`config.mk`:
```
export PLATFORM = sky130hd
export DESIGN_NAME = secuenciador_pipeline_filtro
export DESIGN_NICKNAME = d
export VERILOG_FILES = /design/src/rtl/pkg_ecualizador.sv /design/src/rtl/secuenciador_pipeline_filtro.sv
export SDC_FILE = /design/constraint.sdc
export NUM_CORES = 1
export LEC_CHECK = 0
export BUFFER_PORTS_ARGS = -buffer_cell sky130_fd_sc_hd__buf_4
export CORE_MARGIN = 4
export CORE_UTILIZATION = 30
export CTS_BUF_LIST = sky130_fd_sc_hd__clkbuf_2
export DETAILED_ROUTE_END_ITERATION = 10
export HOLD_SLACK_MARGIN = 0.02
export PLACE_DENSITY_LB_ADDON = 0.2
export SYNTH_ARGS = -nofsm -noshare
export SYNTH_HDL_FRONTEND = slang
export SYNTH_SLANG_ARGS = --single-unit
export TNS_END_PERCENT = 1
```
`constraint.sdc`:
```
create_clock -name clk -period 2.3 [get_ports clk]
set_clock_uncertainty 0.05 [all_clocks]
set_input_delay 0.115 -clock clk [delete_from_list [all_inputs] [get_ports clk]]
set_output_delay 0.115 -clock clk [all_outputs]
set_load 0.05 [all_outputs]
```
`src/rtl/pkg_ecualizador.sv`:
```
// Shared definitions for the equalizer channel sequencers: FSM state encoding
// and the default number of MAC taps per sample.
package pkg_ecualizador;

    localparam int unsigned TAPS_DEF = 8;

    typedef enum logic [2:0] {
        IDLE   = 3'd0,
        CARGA  = 3'd1,
        MAC    = 3'd2,
        SALIDA = 3'd3,
        FIN    = 3'd4
    } estado_t;

endpackage

```
`src/rtl/secuenciador_pipeline_filtro.sv`:
```
// Sequencer for one equalizer filter channel: drives the active-low load
// enables of the input/accumulator/output pipeline registers and steps the
// coefficient address through one MAC pass per audio sample.
// Optional macro SECUENCIADOR_CNT_OVERRUN_EN adds a saturating dropped-tick
// counter on output cnt_overrun.
module secuenciador_pipeline_filtro
    import pkg_ecualizador::*;
#(
    parameter  int unsigned TAPS = TAPS_DEF,
    localparam int unsigned CW   = $clog2(TAPS)
) (
    input  logic          clk,
    input  logic          reset,
    input  logic          tick_muestra,
    input  logic          pausa,
    input  logic          clr_overrun,
    output logic          en_entrada_n,
    output logic          en_acum_n,
    output logic          en_salida_n,
    output logic          clr_acum,
    output logic [CW-1:0] dir_coef,
    output logic          listo,
    output logic          ocupado,
    output logic          overrun
`ifdef SECUENCIADOR_CNT_OVERRUN_EN
    ,
    output logic [7:0]    cnt_overrun
`endif
);

    localparam logic [CW-1:0] ULTIMO = CW'(TAPS - 1);

    estado_t       estado;
    logic [CW-1:0] cnt;
    logic          en_entrada_q;
    logic          en_acum_q;
    logic          en_salida_q;
    logic          clr_acum_q;
    logic          listo_q;
    logic          caida;

    // A tick is dropped when it lands in a state that cannot accept a new pass
    assign caida = tick_muestra && (estado == CARGA || estado == MAC || estado == SALIDA);

    // Output flops hold the Moore decode of the occupied state; pausa only
    // masks the strobes so the held values reappear unchanged on release.
    assign en_entrada_n = en_entrada_q | pausa;
    assign en_acum_n    = en_acum_q    | pausa;
    assign en_salida_n  = en_salida_q  | pausa;
    assign clr_acum     = clr_acum_q   & ~pausa;
    assign listo        = listo_q      & ~pausa;

    // FSM, tap counter, overrun flag and registered outputs
    always_ff @(posedge clk) begin
        if (reset) begin
            estado       <= IDLE;
            cnt          <= '0;
            overrun      <= 1'b0;
            en_entrada_q <= 1'b1;
            en_acum_q    <= 1'b1;
            en_salida_q  <= 1'b1;
            clr_acum_q   <= 1'b0;
            listo_q      <= 1'b0;
            dir_coef     <= '0;
            ocupado      <= 1'b0;
        end else if (!pausa) begin
            en_entrada_q <= 1'b1;
            en_acum_q    <= 1'b1;
            en_salida_q  <= 1'b1;
            clr_acum_q   <= 1'b0;
            listo_q      <= 1'b0;
            dir_coef     <= '0;
            ocupado      <= 1'b1;

            if (caida) begin
                overrun <= 1'b1;
            end else if (clr_overrun) begin
                overrun <= 1'b0;
            end

            case (estado)
                IDLE, FIN: begin
                    if (tick_muestra) begin
                        estado       <= CARGA;
                        cnt          <= '0;
                        en_entrada_q <= 1'b0;
                        clr_acum_q   <= 1'b1;
                    end else begin
                        estado  <= IDLE;
                        ocupado <= 1'b0;
                    end
                end
                CARGA: begin
                    estado    <= MAC;
                    cnt       <= '0;
                    en_acum_q <= 1'b0;
                end
                MAC: begin
                    if (cnt == ULTIMO) begin
                        estado      <= SALIDA;
                        cnt         <= '0;
                        en_salida_q <= 1'b0;
                    end else begin
                        cnt       <= cnt + 1'b1;
                        en_acum_q <= 1'b0;
                        dir_coef  <= cnt + 1'b1;
                    end
                end
                SALIDA: begin
                    estado  <= FIN;
                    listo_q <= 1'b1;
                end
                default: begin
                    estado  <= IDLE;
                    cnt     <= '0;
                    ocupado <= 1'b0;
                end
            endcase
        end
    end

`ifdef SECUENCIADOR_CNT_OVERRUN_EN
    // Saturating count of dropped ticks; a drop coinciding with a clear counts as one
    always_ff @(posedge clk) begin
        if (reset) begin
            cnt_overrun <= '0;
        end else if (!pausa) begin
            if (caida && clr_overrun) begin
                cnt_overrun <= 8'd1;
            end else if (clr_overrun) begin
                cnt_overrun <= '0;
            end else if (caida && cnt_overrun != 8'hFF) begin
                cnt_overrun <= cnt_overrun + 8'd1;
            end
        end
    end
`endif

endmodule

```
==> impl_summary.log <==
INFO  metric ys.flop_type = dfxtp_1
INFO  metric synth_top_cell_area_share = 0.402
INFO  metric detail_route.wl_per_cell = 11.5 µm
INFO  metric io_buffers = 14
INFO  metric synth-xor-area-share = 0
INFO  metric fp.dieH = 59.5 µm
INFO  metric period_needed = 1.50 ns
INFO  metric largest_family_of_logic_cells_by_synthesized_area = simple AND/OR/NAND/NOR gates
INFO  metric hpwlAfterDp = 1.02 mm
INFO  metric num_io_pins = 15
INFO  metric power_density = 568 mW/mm²
INFO  metric site_row_count = 18
INFO  metric cp_endpoint_kind = flop
INFO  metric flow.area_growth_from_synthesis = 15.1%
INFO  metric timing.critical_path.depth = 5
INFO  metric hold_viol_final = 0
INFO  metric postSynth.asyncResetShare = 0
INFO  metric critical_path_most_common_cell = ha_1
INFO  metric gpl.final_weighted_congestion = 0.709
INFO  metric final_cells = 128
INFO  metric compound_gate_fraction_of_synth_area = 0.192
INFO  metric postCtsHoldBufs = 0
INFO  metric slew_headroom = 0.693
INFO  metric synth_simple_gate_area_share = 0.309
INFO  metric core-area = 0.00250 mm²
INFO  metric r2r_slack = 0.80 ns
INFO  metric nNetsFinal = 107
INFO  metric synthMuxAreaShare = 0
INFO  metric max_cap_viol_count = 0
INFO  metric critPathTopFamily = adder cells
INFO  metric ctsResizeCount = 0
INFO  metric sequential_cell_area_fraction_in_the_yosys_report = 0.402
INFO  metric numClockSinks = 16
INFO  metric worst_r2r_startpoint = cnt[0]
INFO  metric drt_iter0_drc = 11
INFO  metric worst_setup_hold_path_clk_slew = 0.14 ns
INFO  metric highest_clock_rate = 668 MHz
INFO  metric ys_ff_latch = 16
INFO  metric clockRootBuffer = clkbuf_2
INFO  metric yosysWarningCount = 0
INFO  metric fillers = 275
INFO  metric drc = 0
INFO  metric final_max_slew_viol_count = 0
INFO  metric vdd.ir_drop.worst = 0.000236 V
INFO  metric synth_fp_nets = 94
INFO  metric floorplan.initialDensity = 0.319
INFO  metric drt_wirelength = 1.47 mm
INFO  metric routed-via-count = 623
INFO  metric tritoncts = built
INFO  metric final_layout_size_suffix_gt1_frac = 0.224
INFO  metric synth.lib_cells_used.distinct = 30
INFO  metric grt_start_max_net_pins = 31
INFO  metric synthDominantAreaCellType = dfxtp_1
INFO  metric grt_pass1_vias = 638
INFO  metric grt_setup_unrepaired = no
INFO  metric post_synth.cell_area_avg = 9.16 µm²
INFO  metric global_route.usage.total = 0.104
INFO  metric fin_setup_tns = 0 ns
INFO  metric placedCellCount = 125
INFO  metric die_area = 0.00355 mm²
INFO  metric timing.reg2reg.worst_path_depth = 5
INFO  metric synth.top_cells.by_area = dfxtp_1 (40%), a21oi_1 (6.3%), nand2b_1 (5.5%)
INFO  metric worstSetupPathType = flop to flop
INFO  metric syn_inst = 87
INFO  metric detailedRoute.firstPassIterationCount = 2
INFO  metric tightest_slew = 0.460 ns
INFO  metric finalCritPeriodShare = 0.651
INFO  metric global_route.overflow_total = 0
INFO  metric post_synth_instance_area = 797 µm²
INFO  metric critical_path.n_buffers_inverters = 0
INFO  metric number_of_setup_violations_in_the_final_report = 0
INFO  metric critPathSlowestCell = dfxtp_1
INFO  metric crit_path_start_kind = flop
INFO  metric longest_individual_stage_delay_on_the_worst_path = 0.36 ns
INFO  metric yosys.area_share.adder = 0.0314
INFO  metric critical_path_peak_fanout = 4
INFO  metric cts-buffers-inserted = 3
INFO  metric n_antenna_cell = 0
INFO  metric ant_nets = 0
INFO  metric number_of_synthesized_flops_with_an_enable_pin = 0
INFO  metric htreeDepth = 1
INFO  metric post_drt_via_cell_ratio = 4.87
INFO  metric timing.critical_path.from = cnt[0]
INFO  metric clk_path_buf_depth = 2
INFO  metric setup.worst_path.end = en_acum_q
INFO  metric insertion_delay = 0.27 ns
INFO  metric initial_antenna_violation_count = 0
INFO  metric run_status = finished clean
INFO  metric floorplan.die.width = 59.5 µm
INFO  metric cp.required = 2.43 ns
INFO  metric critical_path.reg2reg.endpoint = en_acum_q
INFO  metric worstPathCellList = ha_1, ha_1, or3b_1, a21oi_1, o21ai_1
INFO  metric first_pass_grt_wire_length = 2.74 mm
INFO  metric cp_data_arrival_time = 1.63 ns
INFO  metric cellLeakagePower = 0.343 nW
INFO  metric hold_path_class = input pin to flop
INFO  metric postCtsSetupRepairBufs = 0
[sequential cells by signal, summed over array words and instances, names as in the netlist]
register      count
clr_acum_q        1
cnt               3
dir_coef          3
en_acum_q         1
en_entrada_q      1
en_salida_q       1
estado            3
listo_q           1
ocupado           1
overrun           1
[per-stage QoR]
stage	hold WS, ns	util	power [mW]	setup WS, ns	cell area (µm²)
final	0.0688	0.367	0.521	0.804	917
after floorplan	0.145	-	0.390	0.902	797
after global routing	0.0250	0.367	0.564	0.645	917
after global placement	0.377	0.361	0.409	0.802	902
after CTS	0.0481	0.367	0.534	0.789	917
after detailed placement	0.377	0.361	0.410	0.808	902
[cells in the final DEF (no fill, tap or decap), types with 2 or more instances in the layout]
cell type   n
a21oi_1    10
clkbuf_2    3
ha_1        2
a21o_1      2
or2_1       3
nand3b_1    3
nor2_1      4
o21ai_1     3
nand2b_1    7
o2bb2ai_1   3
nor2b_1     4
inv_1       4
nand2_1     6
buf_4      14
nor3_1      2
dfxtp_1    16
[worst register-to-register path: cells and delay by family, from the launching register on]
family	cells	cell delay, ns
AND/OR/NAND/NOR	1	0.36
adder cells (fa/ha/maj)	2	0.43
flip-flops	1	0.36
AO/OA/AOI/OAI	2	0.20
[worst min-delay path by stage]
stage / endpoint / from / depth (start not counted) / slack (ns)
after global routing: estado[2] / reset / 2 / 0.02
after CTS: estado[2] / reset / 2 / 0.05
after detailed placement: dir_coef[2] / reset / 2 / 0.38
final: estado[2] / reset / 2 / 0.07
after global placement: estado[2] / reset / 2 / 0.38
after floorplan: estado[0] / reset / 1 / 0.14
[area by class of cell]
cell class / instances / area (µm²) / share of cell area
clock buffer: 3 / 15.0 / 0.0164
inverter: 4 / 15.0 / 0.0164
multi-input combinational: 61 / 424 / 0.462
sequential: 16 / 320 / 0.349
tap: 30 / 37.5 / 0.0409
timing repair buffer: 14 / 105 / 0.115
[power breakdown]
part | internal [mW] | switching (mW) | total (mW)
Sequential | 0.289 | 0.0165 | 0.306
Clock | 0.0356 | 0.0828 | 0.118
Combinational | 0.0411 | 0.0556 | 0.0967
Total | 0.366 | 0.155 | 0.521
[metal layers]
metal | share of wire | global-route usage | up-vias | routed length (µm)
met5 | 0 | 0 | - | 0
met4 | 0.018 | 0.0665 | 0 | 26
met1 | 0.48 | 0.120 | 285 | 706
met3 | 0.037 | 0.0283 | 4 | 54
met2 | 0.46 | 0.167 | 8 | 683
li1 | - | - | 326 | -
[Yosys cell counts, types with 2 or more instances]
master     instances
dfxtp_1           16
a21oi_1           10
nand2b_1           7
nand2_1            6
inv_1              4
nor2_1             4
nor2b_1            4
buf_2              3
nand3b_1           3
o21ai_1            3
o2bb2ai_1          3
or2_1              3
a21o_1             2
ha_1               2
nor3_1             2
[kinds of logic after synthesis]
group,after synthesis
AND/OR/NAND/NOR,37
AO/OA/AOI/OAI,22
flip-flops,16
buffers and inverters,10
adder cells (fa/ha/maj),2
Note: power is estimated with default switching activity, not from simulation.
